`src/rtl/video_timing_gen_pkg.sv`:
```
// NTSC square-pixel timing constants and pixel-counter types shared by the
// timing generator and its downstream consumers (LED hit judge, overlays).
package video_timing_gen_pkg;

   localparam int unsigned NTSC_CK_DIV    = 4;
   localparam int unsigned NTSC_H_TOTAL   = 394;
   localparam int unsigned NTSC_H_ACT     = 320;
   localparam int unsigned NTSC_HS_START  = 338;
   localparam int unsigned NTSC_HS_W      = 29;
   localparam int unsigned NTSC_V_TOTAL   = 263;
   localparam int unsigned NTSC_V_ACT     = 240;
   localparam int unsigned NTSC_V_SAT     = 242;
   localparam int unsigned NTSC_VS_START  = 246;
   localparam int unsigned NTSC_VS_N      = 3;

   localparam int unsigned HCTR_W = 9;
   localparam int unsigned LINE_W = 9;
   localparam int unsigned VCTR_W = 8;

   typedef logic [HCTR_W-1:0] hctr_t;
   typedef logic [LINE_W-1:0] line_t;
   typedef logic [VCTR_W-1:0] vctr_t;

   // Strobes registered alongside the counters; frame is an internal
   // "next CK_EE is the first slot of a frame" flag, gated by CK_EE on output.
   typedef struct packed {
      logic active;
      logic xhsync;
      logic xvsync;
      logic frame;
   } strobe_t;

   localparam strobe_t STROBE_RST = '{active: 1'b0, xhsync: 1'b1, xvsync: 1'b1, frame: 1'b1};

   function automatic logic in_window(input int unsigned pos,
                                      input int unsigned start,
                                      input int unsigned width);
      return (pos >= start) && (pos < start + width);
   endfunction

endpackage

```
`src/rtl/video_timing_gen_if.sv`:
```
// Pixel-counter bus from the timing generator to its consumers.
interface video_timing_gen_if;
   import video_timing_gen_pkg::*;

   logic  CK_EE_o;
   hctr_t HCTRs_o;
   vctr_t VCTRs_o;
   logic  ACTIVE_o;
   logic  XHSYNC_o;
   logic  XVSYNC_o;
   logic  XCSYNC_o;
   logic  FRAME_o;

   modport master (
      output CK_EE_o, HCTRs_o, VCTRs_o, ACTIVE_o,
      output XHSYNC_o, XVSYNC_o, XCSYNC_o, FRAME_o
   );

   modport slave (
      input CK_EE_o, HCTRs_o, VCTRs_o, ACTIVE_o,
      input XHSYNC_o, XVSYNC_o, XCSYNC_o, FRAME_o
   );

endinterface

```
`src/rtl/video_timing_gen_ck_ee_gen.sv`:
```
// Pixel-rate clock-enable divider: one-CK strobe every C_CK_DIV system clocks,
// frozen (strobe forced low) while EN_i is low.
module ck_ee_gen #(
   parameter int unsigned C_CK_DIV = 4
) (
   input  logic CK_i,
   input  logic ARST_i,
   input  logic EN_i,
   output logic CK_EE_o
);

   localparam int unsigned DIV_W = $clog2(C_CK_DIV);
   localparam logic [DIV_W-1:0] DIV_LAST = DIV_W'(C_CK_DIV - 1);

   if (C_CK_DIV < 2) begin : g_chk_div
      $error("ck_ee_gen: C_CK_DIV must be at least 2");
   end

   logic [DIV_W-1:0] div_q;
   logic [DIV_W-1:0] div_d;

   always_comb begin
      div_d = div_q;
      if (EN_i) begin
         div_d = (div_q == DIV_LAST) ? '0 : div_q + 1'b1;
      end
   end

   always_ff @(posedge CK_i or posedge ARST_i) begin
      if (ARST_i) begin
         div_q <= '0;
      end else begin
         div_q <= div_d;
      end
   end

   assign CK_EE_o = EN_i && (div_q == DIV_LAST);

endmodule

```
`src/rtl/video_timing_gen.sv`:
```
// Progressive NTSC timing generator: pixel/line counters plus active window,
// H/V/composite sync and frame-start strobes, all advanced on the pixel strobe.
module video_timing_gen
   import video_timing_gen_pkg::*;
#(
   parameter int unsigned C_CK_DIV   = NTSC_CK_DIV,
   parameter int unsigned C_H_TOTAL  = NTSC_H_TOTAL,
   parameter int unsigned C_H_ACT    = NTSC_H_ACT,
   parameter int unsigned C_HS_START = NTSC_HS_START,
   parameter int unsigned C_HS_W     = NTSC_HS_W,
   parameter int unsigned C_V_TOTAL  = NTSC_V_TOTAL,
   parameter int unsigned C_V_ACT    = NTSC_V_ACT,
   parameter int unsigned C_V_SAT    = NTSC_V_SAT,
   parameter int unsigned C_VS_START = NTSC_VS_START,
   parameter int unsigned C_VS_N     = NTSC_VS_N
) (
   input  logic               CK_i,
   input  logic               ARST_i,
   input  logic               EN_i,
   video_timing_gen_if.master vid_o
);

   if (C_H_TOTAL > 512) begin : g_chk_h_total
      $error("video_timing_gen: C_H_TOTAL exceeds the 9-bit HCTR range");
   end
   if (C_V_TOTAL > 512) begin : g_chk_v_total
      $error("video_timing_gen: C_V_TOTAL exceeds the 9-bit LINE range");
   end
   if (C_V_SAT > 255) begin : g_chk_v_sat
      $error("video_timing_gen: C_V_SAT exceeds the 8-bit VCTR range");
   end

   localparam hctr_t H_LAST = hctr_t'(C_H_TOTAL - 1);
   localparam line_t V_LAST = line_t'(C_V_TOTAL - 1);

   logic    ck_ee;
   hctr_t   hctr_q;
   hctr_t   hctr_d;
   line_t   line_q;
   line_t   line_d;
   strobe_t strobe_q;
   strobe_t strobe_d;
   logic    xcsync_q;
   logic    xcsync_d;
   vctr_t   vctr;

   ck_ee_gen #(
      .C_CK_DIV (C_CK_DIV)
   ) u_ck_ee_gen (
      .CK_i    (CK_i),
      .ARST_i  (ARST_i),
      .EN_i    (EN_i),
      .CK_EE_o (ck_ee)
   );

   // Strobes are derived from the next counter values so they land on the
   // same edge as the counters they describe.
   always_comb begin
      hctr_d   = hctr_q;
      line_d   = line_q;
      strobe_d = strobe_q;
      if (ck_ee) begin
         if (hctr_q == H_LAST) begin
            hctr_d = '0;
            line_d = (line_q == V_LAST) ? '0 : line_q + 1'b1;
         end else begin
            hctr_d = hctr_q + 1'b1;
         end
         strobe_d.active = (32'(hctr_d) < C_H_ACT) && (32'(line_d) < C_V_ACT);
         strobe_d.xhsync = !in_window(32'(hctr_d), C_HS_START, C_HS_W);
         strobe_d.xvsync = !in_window(32'(line_d), C_VS_START, C_VS_N);
         strobe_d.frame  = (hctr_d == '0) && (line_d == '0);
      end
   end

   assign xcsync_d = ~(strobe_q.xhsync ^ strobe_q.xvsync);

   always_ff @(posedge CK_i or posedge ARST_i) begin
      if (ARST_i) begin
         hctr_q   <= '0;
         line_q   <= '0;
         strobe_q <= STROBE_RST;
         xcsync_q <= 1'b1;
      end else begin
         hctr_q   <= hctr_d;
         line_q   <= line_d;
         strobe_q <= strobe_d;
         xcsync_q <= xcsync_d;
      end
   end

   // Blanking lines beyond C_V_SAT all report C_V_SAT so VCTR never wraps.
   assign vctr = (32'(line_q) > C_V_SAT) ? vctr_t'(C_V_SAT) : line_q[VCTR_W-1:0];

   assign vid_o.CK_EE_o  = ck_ee;
   assign vid_o.HCTRs_o  = hctr_q;
   assign vid_o.VCTRs_o  = vctr;
   assign vid_o.ACTIVE_o = strobe_q.active;
   assign vid_o.XHSYNC_o = strobe_q.xhsync;
   assign vid_o.XVSYNC_o = strobe_q.xvsync;
   assign vid_o.XCSYNC_o = xcsync_q;
   assign vid_o.FRAME_o  = strobe_q.frame & ck_ee;

endmodule

```
`src/flat_wrapper.sv`:
```
// flat-port wrapper written by rule: the top's interface ports become plain ports
module video_timing_gen_flat import video_timing_gen_pkg::*;
#(
   parameter int unsigned C_CK_DIV   = NTSC_CK_DIV,
   parameter int unsigned C_H_TOTAL  = NTSC_H_TOTAL,
   parameter int unsigned C_H_ACT    = NTSC_H_ACT,
   parameter int unsigned C_HS_START = NTSC_HS_START,
   parameter int unsigned C_HS_W     = NTSC_HS_W,
   parameter int unsigned C_V_TOTAL  = NTSC_V_TOTAL,
   parameter int unsigned C_V_ACT    = NTSC_V_ACT,
   parameter int unsigned C_V_SAT    = NTSC_V_SAT,
   parameter int unsigned C_VS_START = NTSC_VS_START,
   parameter int unsigned C_VS_N     = NTSC_VS_N
)
  (CK_i, ARST_i, EN_i, vid_o_CK_EE_o, vid_o_HCTRs_o, vid_o_VCTRs_o, vid_o_ACTIVE_o, vid_o_XHSYNC_o, vid_o_XVSYNC_o, vid_o_XCSYNC_o, vid_o_FRAME_o);
  video_timing_gen_if vid_o_i ();
  input  logic CK_i;
  input  logic ARST_i;
  input  logic EN_i;
  output wire logic [$bits(vid_o_i.CK_EE_o)-1:0] vid_o_CK_EE_o;
  output wire logic [$bits(vid_o_i.HCTRs_o)-1:0] vid_o_HCTRs_o;
  output wire logic [$bits(vid_o_i.VCTRs_o)-1:0] vid_o_VCTRs_o;
  output wire logic [$bits(vid_o_i.ACTIVE_o)-1:0] vid_o_ACTIVE_o;
  output wire logic [$bits(vid_o_i.XHSYNC_o)-1:0] vid_o_XHSYNC_o;
  output wire logic [$bits(vid_o_i.XVSYNC_o)-1:0] vid_o_XVSYNC_o;
  output wire logic [$bits(vid_o_i.XCSYNC_o)-1:0] vid_o_XCSYNC_o;
  output wire logic [$bits(vid_o_i.FRAME_o)-1:0] vid_o_FRAME_o;
  assign vid_o_CK_EE_o = vid_o_i.CK_EE_o;
  assign vid_o_HCTRs_o = vid_o_i.HCTRs_o;
  assign vid_o_VCTRs_o = vid_o_i.VCTRs_o;
  assign vid_o_ACTIVE_o = vid_o_i.ACTIVE_o;
  assign vid_o_XHSYNC_o = vid_o_i.XHSYNC_o;
  assign vid_o_XVSYNC_o = vid_o_i.XVSYNC_o;
  assign vid_o_XCSYNC_o = vid_o_i.XCSYNC_o;
  assign vid_o_FRAME_o = vid_o_i.FRAME_o;
  video_timing_gen #(.C_CK_DIV(C_CK_DIV), .C_H_TOTAL(C_H_TOTAL), .C_H_ACT(C_H_ACT), .C_HS_START(C_HS_START), .C_HS_W(C_HS_W), .C_V_TOTAL(C_V_TOTAL), .C_V_ACT(C_V_ACT), .C_V_SAT(C_V_SAT), .C_VS_START(C_VS_START), .C_VS_N(C_VS_N)) u_core (.CK_i(CK_i), .ARST_i(ARST_i), .EN_i(EN_i), .vid_o(vid_o_i));
endmodule
```
`config.mk`:
```
export PLATFORM = sky130hd
export DESIGN_NAME = video_timing_gen_flat
export DESIGN_NICKNAME = d
export VERILOG_FILES = /design/src/rtl/video_timing_gen_pkg.sv /design/src/rtl/video_timing_gen_if.sv /design/src/rtl/video_timing_gen_ck_ee_gen.sv /design/src/rtl/video_timing_gen.sv /design/src/flat_wrapper.sv
export SDC_FILE = /design/constraint.sdc
export NUM_CORES = 1
export LEC_CHECK = 0
export BUFFER_PORTS_ARGS = -buffer_cell sky130_fd_sc_hd__clkbuf_2
export CORE_MARGIN = 3
export CORE_UTILIZATION = 45
export CTS_CLUSTER_DIAMETER = 50
export DETAILED_ROUTE_END_ITERATION = 8
export GPL_TIMING_DRIVEN = 0
export PLACE_DENSITY = 0.65
export SLEW_MARGIN = 20
export SYNTH_ARGS = -nofsm -noshare
export SYNTH_HDL_FRONTEND = slang
export SYNTH_SLANG_ARGS = --single-unit
```
`constraint.sdc`:
```
create_clock -name CK_i -period 3.43 [get_ports CK_i]
set_clock_uncertainty 0.15 [all_clocks]
set_input_delay 0.343 -clock CK_i [delete_from_list [all_inputs] [get_ports CK_i]]
set_output_delay 0.343 -clock CK_i [all_outputs]
set_load 0.02 [all_outputs]
```
==> results.md <==
* Status: completed
* Postcts setup bufs at 0
* Pwr dens at 458 mW/mm^2
* Worst Hold Class: in -> async
* Detailed-router iteration count before antenna repair at 4
* Core ar. at between 0.003 and 0.004 mm^2
* Ant diodes at 0
* Synth warn at 0
* Remaining antenna violation count at 0
* Seq cells post-synth at 25
* F_max at ~350 MHz
* CP startpoint: u_core.vid_o.HCTRs_o[2]
* Nets at 246
* Largest net degree at the start of global routing at 26
* Setup CP Type: reg -> reg
* Vias per cell at between 5 and 6
* Die W at 68.9 um
* Area grow syn2layout at 13.1%
* Mapped cell area at roughly 0.0018 mm^2
* Row cnt at 22
* Static Leak at 0.000834 uW
* Post-Synthesis Net Count at 216
* Post-Syn Instances at about 210
* Worst-path maximum fanout at 10
* Synth unique cells at 54
* RSZ-0062 raised after global routing: no
* WL final at about 4300 um
* Die Height at 68.9 um
* First-pass GRT wire length at 7050 um
* Sequential area share after synthesis at 0.354
* Final period utilization at 0.845
* Ports at 26
* DRC at 0
* Post-DP Area at 0.00197 mm^2
* Vias in the first global route at 1467
* Routability congestion estimate at roughly 0.81
* WP data required at around 3400 ps
* Slew @ Worst Pin at between 900 and 1000 ps
* Num Clock Sinks at 25
* Beginning of the worst register-to-register path: u_core.vid_o.HCTRs_o[2]
* Htree depth at 1
* Initial core utilization at 0.476
* Fin. max-slew vios at 0
* Crit path launch type: flop
* CP Capture Type: flop
* Final TNS setup at 0 ps
* Peak VDD IR at ~300 uV
* All-Layer GR Usage at 0.196
* PortBufs at 25
* Clock Pin Slew Worst Setup and Hold Paths at around 90 ps
* CTS buffer count at 3
* FFs w/ async S/R, synth at 1.00
* Clock latency on the worst-skew pair at between 200 and 300 ps
* Max_cap viols at 0
* Shortest period the worst path allows at between 2000 and 3000 ps
* Vias at approximately 1700
* Setup Viol. Count Final at 0
* Top_reg_cell synth: dfrtp_1
* Initial antenna violation count at 0
* Syn_area_per_cell at between 8 and 9 um^2
* GR Overflow Total at 0
* Share of layout cells above drive strength 1 at 0.181
* EDFF count, synth at 0
* Routed length per instance at between 15 and 20 um
* Hold_buf cts at 0
* Root Buffer: clkbuf_8
* Post-route design area at roughly 0.0020 mm^2
* Post-DP HPWL at around 3100 um
* Final Hold Fails at 0
* Die Area at around 0.0048 mm^2
* Worst EP arrival at roughly 2900 ps
* FILL cells at 393
* Clock tree from TritonCTS: yes
* DRT iter0 DRCs at around 110
* R2R depth at 9
* Clk buf depth at 2
* Post-CTS resize count at 0
* Slew HR at 0.367
registers in the layout (all words and copies together) (netlist names):
| name | flops |
|---|---|
| u_core.line_q | 9 |
| u_core.vid_o.HCTRs_o | 9 |
| u_core.u_ck_ee_gen.div_q | 2 |
| u_core.strobe_q | 1 |
| u_core.vid_o.ACTIVE_o | 1 |
| u_core.vid_o.XCSYNC_o | 1 |
| u_core.vid_o.XHSYNC_o | 1 |
| u_core.vid_o.XVSYNC_o | 1 |
metal layers:
layer  GRT usage  share of wire
met2       0.308           0.46
met4      0.0365         0.0056
met5           0              0
met3      0.0389          0.056
met1       0.279           0.48
cells in the final DEF, fill, tap and decap left out, drive strengths merged, types with 3 or more instances in the layout:
master	instances
a21oi	6
a31oi	4
and2	4
and3	4
clkbuf	42
dfrtp	21
dfstp	4
ha	5
inv	6
mux2i	4
nand2	21
nand2b	4
nand3	10
nand4	3
nor2	11
nor3	5
nor4	5
o21ai	16
o31ai	4
or2	5
or3	3
xnor2	7
xor2	7
area by class of cell:
type | instances | area (um^2) | share of cell area
flip-flops and latches | 25 | 631 | 0.313
multi-input cells | 161 | 1050 | 0.522
clock inverters | 1 | 7.51 | 0.00372
plain buffers | 16 | 76.3 | 0.0378
repair buffers | 25 | 125 | 0.0620
clock buffers | 3 | 41.3 | 0.0205
well taps | 48 | 60.1 | 0.0298
inverters | 6 | 22.5 | 0.0112
metrics by stage:
step	setup WS [ps]	std cells	hold WS (ps)	total power [uW]	utilization
after floorplan	774	208	217	640	-
after global placement	586	281	314	735	0.526
after detailed placement	593	281	314	746	0.526
after CTS	573	285	144	933	0.539
after global routing	426	285	152	990	0.539
final	533	285	103	924	0.539
power breakdown:
part / internal (uW) / total [uW] / switching [uW]
combinational: 137 / 356 / 219
sequential: 338 / 386 / 48.5
clock: 82.4 / 181 / 98.6
critical path: stages (launching register included):
cell and delay, ps:
dfrtp_1 390, buf_6 140, or4b_1 510, clkbuf_2 180, or2_1 260, buf_6 130, clkbuf_1 240, nor2_1 420
nand4_1 180, xnor2_1 160
synth_stat cells, drive strengths merged, types with 2 or more instances:
master | n | area [um^2]
or4b | 2 | 20.0
xor2 | 7 | 61.3
ha | 5 | 62.6
o21ai | 16 | 83.8
nor4 | 5 | 31.3
dfrtp | 21 | 526
a32oi | 2 | 17.5
o211ai | 2 | 15.0
or2 | 5 | 31.3
nand4b | 2 | 17.5
clkbuf | 14 | 53.8
dfstp | 4 | 105
mux2i | 4 | 40.0
nand2b | 4 | 25.0
o31ai | 4 | 30.0
nor3 | 5 | 25.0
xnor2 | 7 | 61.3
nand4 | 3 | 18.8
a21oi | 6 | 30.0
o2111ai | 2 | 17.5
nor4b | 2 | 17.5
and2 | 4 | 25.0
nor2 | 11 | 41.3
and3 | 4 | 25.0
nand3 | 10 | 50.1
o32a | 2 | 20.0
nand2 | 21 | 78.8
or3 | 3 | 18.8
buf | 2 | 22.5
a31oi | 4 | 25.0
inv | 6 | 22.5
kinds of logic (layout without fill, tap and decap cells):
| kind of cell | count (synthesis) | after routing | synth area share |
|---|---|---|---|
| simple gates | 88 | 88 | 0.270 |
| compound gates | 49 | 49 | 0.188 |
| flops | 25 | 25 | 0.354 |
| buf+inv | 22 | 51 | 0.0554 |
| xor+xnor | 14 | 14 | 0.0688 |
| fa+ha+maj | 5 | 5 | 0.0351 |
| mux | 5 | 5 | 0.0288 |
final timing paths:
| check | slack [ps] | endpoint |
|---|---|---|
| max | 530 | u_core.line_q[6] |
| min | 100 | u_core.u_ck_ee_gen.div_q[0] |
| max reg2reg | 530 | u_core.line_q[6] |
| min reg2reg | 340 | u_core.u_ck_ee_gen.div_q[0] |
| max in group asynchronous | 2450 | u_core.line_q[4] |
| min in group CK_i | 160 | u_core.u_ck_ee_gen.div_q[0] |
Note: power is estimated with default switching activity, not from simulation.
